`src/rtl/jt12_timer_pkg.sv`:
```
// Shared constants for the YM2612-style timer register block.
// Register map, control-byte bit positions, CSM mode code and busy default.
package jt12_timer_pkg;

  localparam int BUSY_CYCLES_DEF = 32;

  localparam logic [7:0] ADDR_VAL_A_HI = 8'h24;
  localparam logic [7:0] ADDR_VAL_A_LO = 8'h25;
  localparam logic [7:0] ADDR_VAL_B    = 8'h26;
  localparam logic [7:0] ADDR_CTRL     = 8'h27;

  localparam int CTRL_LOAD_A   = 0;
  localparam int CTRL_LOAD_B   = 1;
  localparam int CTRL_IRQ_A    = 2;
  localparam int CTRL_IRQ_B    = 3;
  localparam int CTRL_CLR_A    = 4;
  localparam int CTRL_CLR_B    = 5;
  localparam int CTRL_CH3_LSB  = 6;

  localparam logic [1:0] CH3_MODE_CSM = 2'b10;

  // Latched register pointer: bank bit plus 8-bit register number.
  typedef struct packed {
    logic       bank;
    logic [7:0] num;
  } reg_ptr_t;

endpackage

```
`src/rtl/jt12_busy_cnt.sv`:
```
// Busy flag for the chip data port: a down-counter loaded on each data write
// and decremented on chip clock enables until it reaches zero.
module jt12_busy_cnt
  import jt12_timer_pkg::*;
#(
  parameter int BUSY_CYCLES = BUSY_CYCLES_DEF
) (
  input  logic clk,
  input  logic rst,
  input  logic start,
  input  logic clk_en,
  output logic busy
);

  localparam int CW = $clog2(BUSY_CYCLES + 1);
  localparam logic [CW-1:0] LOAD_VAL = CW'(BUSY_CYCLES);

  logic [CW-1:0] cnt;

  always_ff @(posedge clk) begin
    if (rst) begin
      cnt <= '0;
    end else if (start) begin
      cnt <= LOAD_VAL;
    end else if (clk_en && cnt != '0) begin
      cnt <= cnt - CW'(1);
    end
  end

  assign busy = (cnt != '0);

endmodule

```
`src/rtl/jt12_timer_regs.sv`:
```
// CPU-facing register file for the timer block: address/data port decode,
// busy status and optional CSM key-on (enabled by defining JT12_CSM_EN).
module jt12_timer_regs
  import jt12_timer_pkg::*;
#(
  parameter int BUSY_CYCLES = BUSY_CYCLES_DEF
) (
  input  logic       clk,
  input  logic       rst,
  input  logic       clk_en,
  input  logic [7:0] din,
  input  logic [1:0] addr,
  input  logic       cs_n,
  input  logic       wr_n,
  output logic [7:0] dout,
  input  logic       flag_A,
  input  logic       flag_B,
  input  logic       overflow_A,
  output logic [9:0] value_A,
  output logic [7:0] value_B,
  output logic       load_A,
  output logic       load_B,
  output logic       enable_irq_A,
  output logic       enable_irq_B,
  output logic       clr_flag_A,
  output logic       clr_flag_B,
  output logic [1:0] ch3_mode,
  output logic       csm_keyon
);

  logic     we_n;
  logic     we_n_q;
  logic     write_ev;
  logic     data_ev;
  logic     busy;
  reg_ptr_t sel;

  // History resets low so a strobe held through reset must rise before it counts.
  assign we_n     = cs_n | wr_n;
  assign write_ev = ~we_n & we_n_q;
  assign data_ev  = write_ev & addr[0];

  jt12_busy_cnt #(
    .BUSY_CYCLES(BUSY_CYCLES)
  ) u_busy (
    .clk   (clk),
    .rst   (rst),
    .start (data_ev),
    .clk_en(clk_en),
    .busy  (busy)
  );

  always_ff @(posedge clk) begin
    if (rst) begin
      we_n_q       <= 1'b0;
      sel          <= '0;
      value_A      <= '0;
      value_B      <= '0;
      load_A       <= 1'b0;
      load_B       <= 1'b0;
      enable_irq_A <= 1'b0;
      enable_irq_B <= 1'b0;
      clr_flag_A   <= 1'b0;
      clr_flag_B   <= 1'b0;
      ch3_mode     <= '0;
      dout         <= '0;
    end else begin
      we_n_q     <= we_n;
      clr_flag_A <= 1'b0;
      clr_flag_B <= 1'b0;
      dout       <= {busy, 5'b0, flag_B, flag_A};
      if (write_ev && !addr[0]) begin
        sel <= '{bank: addr[1], num: din};
      end
      if (data_ev && !sel.bank) begin
        case (sel.num)
          ADDR_VAL_A_HI: value_A[9:2] <= din;
          ADDR_VAL_A_LO: value_A[1:0] <= din[1:0];
          ADDR_VAL_B:    value_B      <= din;
          ADDR_CTRL: begin
            ch3_mode     <= din[CTRL_CH3_LSB +: 2];
            clr_flag_B   <= din[CTRL_CLR_B];
            clr_flag_A   <= din[CTRL_CLR_A];
            enable_irq_B <= din[CTRL_IRQ_B];
            enable_irq_A <= din[CTRL_IRQ_A];
            load_B       <= din[CTRL_LOAD_B];
            load_A       <= din[CTRL_LOAD_A];
          end
          default: ;
        endcase
      end
    end
  end

`ifdef JT12_CSM_EN
  always_ff @(posedge clk) begin
    if (rst) begin
      csm_keyon <= 1'b0;
    end else begin
      csm_keyon <= clk_en & overflow_A & (ch3_mode == CH3_MODE_CSM);
    end
  end
`else
  logic unused_overflow_A;
  assign unused_overflow_A = overflow_A;
  assign csm_keyon         = 1'b0;
`endif

endmodule
```
`config.mk`:
```
export PLATFORM = sky130hd
export DESIGN_NAME = jt12_timer_regs
export DESIGN_NICKNAME = d
export VERILOG_FILES = /design/src/rtl/jt12_timer_pkg.sv /design/src/rtl/jt12_busy_cnt.sv /design/src/rtl/jt12_timer_regs.sv
export SDC_FILE = /design/constraint.sdc
export NUM_CORES = 1
export LEC_CHECK = 0
export BUFFER_PORTS_ARGS = -buffer_cell sky130_fd_sc_hd__buf_2
export CAP_MARGIN = 30
export CORE_MARGIN = 8
export CORE_UTILIZATION = 53
export CTS_BUF_LIST = sky130_fd_sc_hd__clkbuf_8
export DETAILED_ROUTE_END_ITERATION = 10
export PLACE_DENSITY = 0.92
export RECOVER_POWER = 100
export SYNTH_ARGS = -nofsm -noshare
export SYNTH_HDL_FRONTEND = slang
export SYNTH_SLANG_ARGS = --single-unit
```
`constraint.sdc`:
```
create_clock -name clk -period 1.6 [get_ports clk]
set_input_delay 0.16 -clock clk [delete_from_list [all_inputs] [get_ports clk]]
set_output_delay 0.16 -clock clk [all_outputs]
set_load 0.03 [all_outputs]
```
* After elaboration in Yosys (flattened, before gate mapping) *
Cells that the tools add are included.
W data, S select, Z words.

word-level totals
  bits in registers = 50
  input bits = 18
  output and inout port bits = 35

cells by class
  add/subtract/negate cells = 1
  equality and inequality tests = 4
  mux-type cells = 2
  bitwise logic cells = 6
  reduce and logical (&&, ||, !) cells = 13

operators with widths
  operator               number
  $eq A8 B6 Y1 const B   4
  $mux W6                2
  $reduce_and A2 Y1      4
  $reduce_bool A6 Y1     1
  $sub A6 B1 Y6 const B  1
  $logic_and A1 B1 Y1    3
  $not A1 Y1             3
  $reduce_or A3 Y1       1
  $and A1 B1 Y1          2
  $logic_not A1 Y1       2
  $reduce_bool A2 Y1     1
  $reduce_or A2 Y1       1
  $or A1 B1 Y1           1

* Logic depth before layout (Yosys ltp) *
  depth after elaboration = 7
  gate-level depth with buffers = 5
  depth with buffers taken out = 5

* By module *
From an unflattened synthesis, not the netlist that was laid out.

unflattened totals
  cells, all modules = 196
  area, all modules = 1961.9 µm²

modules (own cells, without submodules)
  module           instances  cells an instance  area an instance (µm²)  seq. area each (µm²)
  jt12_timer_regs  1          157                1626.6                  780.7
  jt12_busy_cnt    1          39                 335.3                   120.1

* Worst setup path after synthesis *
Ideal clock, no wire load.

  path kind = reg2reg
  from = reg u_busy.cnt[0]
  to = reg u_busy.cnt[0]
  setup time = 0.121 ns
  arrival = 1.312 ns
  required time = 1.479 ns
  slack = 0.167 ns
  stages on the path, launching flop included = 6
  buffers on the path = 0
  cells stage by stage = dfxtp_1 > inv_1 > ha_1 > and2b_4 > a21boi_1 > mux2_2

on the way
  cells in the longest elaborated chain, start to end = 2
  elaborated cells on any way between the ends = 3

ends and longest elaborated chain
  item                                                   RTL line             RTL
  start, declared                                        jt12_busy_cnt.sv:18  logic [CW-1:0] cnt;
  start signal, assigned                                 jt12_busy_cnt.sv:26  cnt <= cnt - CW'(1);
  branches (longest 2 deep; another with $sub A6 B1 Y6)  -

Parallel ways; which one is timed is not known.
A chain may end at the register's enable or synchronous reset.

* Worst setup path in the final report *
Same ends and word-level chain as after synthesis.

==> reports/metrics.cfg <==
[hold_path]
holdPathStages = 2
hp-start = flag_B
min_path_type = in -> reg
hold_end = dout[1]$_SDFF_PP0_

[sta]
worst_pin_slew_ns = 0.897
fin_crit_sh = 0.929
slew_viol_final = 0
clock.fmax_mhz = 673
relSlewSlack = 0.402
fin_hold_ws_ns = 0.0983
setup_violations = 0
skew_ns = 0.00553
setup_tns_ns = 0
grt_setup_unrepaired = no
hold_viol = 0
timing.final.ws_setup_ns = 0.114
min_period_ns = 1.49

[drt]
via_count = 1475
post_drt_via_cell_ratio = 5.02
first_iter_violations = 41
postRouteAntennaNets = 0
routed_wl_um = 3950
drc = 0
firstDrtPassIters = 4
wl_per_cell_um = 13.4

[floorplanning]
pin_count = 53
design.core.area_mm2 = 0.00355
die_h_um = 76.0
dieArea_mm2 = 0.00578
num_rows = 22
initial_utilization = 0.538
die_x_um = 76.0

[logic_synthesis]
postSynthCellCount = 197
synth.distinct_cells = 35
synth_area_mm2 = 0.00191
ys_ff_latch = 45
ys_warn_count = 0
synth-seq-area-share = 0.472
avgSynthCellArea_um2 = 9.70

[place]
io_buffer_count = 45
place_congestion = 0.788
dpl.hpwl_um = 2960
dpl-instance-area_mm2 = 0.00216
place_ws_ns = 0.0103

[layout]
layout_common_cells = nand2_1, dfxtp_1, clkbuf_1
final_common_cell = nand2_1
diodes = 0
fin_area_mm2 = 0.00220
drive_gt1_frac = 0.159
seqCellArea_um2 = 901
area_growth_syn_to_layout_pct = 15.1
fill_cells = 312
multi_input_area_um2 = 907
nets = 265

[run]
drv_cap = 0

[status]
status = finished, final reports clean

[clocking]
cts_hold_buf = 0
cts_num_sinks = 45
cts_root_buffer = clkbuf_8
post-cts-setup-buffer-count = 0
worst_skew_pair.late_latency_ns = 0.29
cts_buffers = 5
tritoncts = yes
clockBufferDepth = 2
h-tree-depth = 2
path_clk_slew_ns = 0.08

[pwr]
power_frac_clock = 0.266
ir_worst_vdd_v = 0.000613
p_total_mw = 2.56
p_int_mw = 1.78
p_leak_nw = 0.935
combPwrFrac = 0.235
power.switching_mw = 0.779
power_density_mw_per_mm2 = 1160
switching_share = 0.304
p_seq_frac = 0.499

[global_route]
grt_pass1_vias = 1497
antenna_found_initial = 0
grt_max_degree = 33
grt_pass1_wl_um = 6640
grt_usage = 0.135
overflow = 0

[setup_path]
crit_fanout = 5
rr_startpoint = u_busy.cnt[0]$_SDFFE_PP0P_
start_kind = flop
r2r_end = u_busy.cnt[0]$_SDFFE_PP0P_
critical_path.endpoint_type = flop
crit_type = reg -> reg
worstPathArrival_ns = 1.68
worstPathRequired_ns = 1.79
ff2ff_path_depth = 5
r2r_setup_slack_ns = 0.11

## kinds of logic (layout without fill, tap and decap cells)
family | count (synthesis) | in the layout | synth area share
and+or+nand+nor | 86 | 86 | 0.258
DFF | 45 | 45 | 0.472
muxes | 26 | 26 | 0.138
buffers and inverters | 19 | 63 | 0.0602
AOI/OAI and AO/OA | 18 | 18 | 0.0576
adders and majority gates | 2 | 2 | 0.0131
other | 1 | 6 | 0.00196
## cell usage after synthesis
| master | instances | area share |
|---|---|---|
| nand2_1 | 53 | 0.10 |
| dfxtp_1 | 45 | 0.47 |
| mux2i_1 | 24 | 0.13 |
| a21oi_1 | 12 | 0.031 |
| buf_4 | 7 | 0.028 |
| clkbuf_1 | 6 | 0.012 |
| nor3_1 | 6 | 0.016 |
| nor3b_1 | 5 | 0.020 |
| inv_1 | 4 | 0.0079 |
| nor2_1 | 3 | 0.0059 |
| a211o_1 | 2 | 0.0092 |
| and4_1 | 2 | 0.0092 |
| ha_1 | 2 | 0.013 |
| mux2_2 | 2 | 0.012 |
| nand4_1 | 2 | 0.0065 |
| nand4_4 | 2 | 0.022 |
| nor2b_1 | 2 | 0.0065 |
| a21boi_1 | 1 | 0.0039 |
| a21oi_2 | 1 | 0.0046 |
| a311oi_1 | 1 | 0.0046 |
| and2b_4 | 1 | 0.0052 |
| and3b_1 | 1 | 0.0046 |
| and4b_1 | 1 | 0.0052 |
| and4bb_4 | 1 | 0.0085 |
| buf_12 | 1 | 0.010 |
| buf_2 | 1 | 0.0026 |
| conb_1 | 1 | 0.0020 |
| nor3_2 | 1 | 0.0052 |
| nor4b_4 | 1 | 0.012 |
| nor4bb_1 | 1 | 0.0052 |
| o31ai_1 | 1 | 0.0039 |
| or2_4 | 1 | 0.0046 |
| or3b_1 | 1 | 0.0046 |
| or4b_1 | 1 | 0.0052 |
| or4b_4 | 1 | 0.0072 |
## cell type report
cell class | count | share of cell area
inverter | 4 | 0.00683
tap | 48 | 0.0273
sequential | 45 | 0.410
timing repair buffer | 51 | 0.104
multi-input combinational | 138 | 0.412
clock inverter | 3 | 0.00853
clock buffer | 5 | 0.0313
## stage by stage
step	cells	utilization
detailed placement	286	0.608
global placement	286	0.608
finish	294	0.619
CTS	294	0.633
global route	294	0.619
floorplan	202	-
## repair_timing
action / CTS / global route
endpoints found under the setup margin: 1 / 4
gates resized for setup: 1 / 2
endpoints found under the hold margin: 0 / 0
## flip-flops by register name (all words and copies together), names as in the netlist, 2 cells and up
name,flops
value_B,8
u_busy.cnt,6
sel,9
dout,3
ch3_mode,2
value_A,10
## power groups by stage
stage,Combinational [mW],Clock (mW),Sequential (mW)
after floorplan,0.466,0,1.31
after global placement,0.578,0,1.30
after detailed placement,0.596,0,1.30
after CTS,0.597,0.695,1.28
after global routing,0.675,0.731,1.29
final,0.603,0.682,1.28
## critical path: stages (launching register included)
cell	delay, ns
dfxtp_1	0.38
inv_1	0.10
ha_1	0.21
and2b_4	0.18
a21boi_2	0.17
mux2_2	0.34
## per-layer routing
metal  part of all wire  GRT usage  vias up
met5                  0          0        -
met4              0.012     0.0353        0
met3              0.055     0.0542        5
met2               0.49      0.239       32
met1               0.44      0.144      684
li1                   -          -      754
## worst max path at each step
stage	depth (start not counted)	startpoint	to	slack (ns)
after floorplan	5	u_busy.cnt[0]$_SDFFE_PP0P_	u_busy.cnt[0]$_SDFFE_PP0P_	0.17
after global placement	4	sel[5]$_SDFFE_PP0P_	value_A[9]$_SDFFE_PP0P_	0.08
after detailed placement	4	sel[5]$_SDFFE_PP0P_	value_A[4]$_SDFFE_PP0P_	0.01
after CTS	5	u_busy.cnt[0]$_SDFFE_PP0P_	u_busy.cnt[1]$_SDFFE_PP0P_	0.07
after global routing	5	u_busy.cnt[0]$_SDFFE_PP0P_	u_busy.cnt[0]$_SDFFE_PP0P_	0.04
final	5	u_busy.cnt[0]$_SDFFE_PP0P_	u_busy.cnt[0]$_SDFFE_PP0P_	0.11
Note: power is estimated with default switching activity, not from simulation.
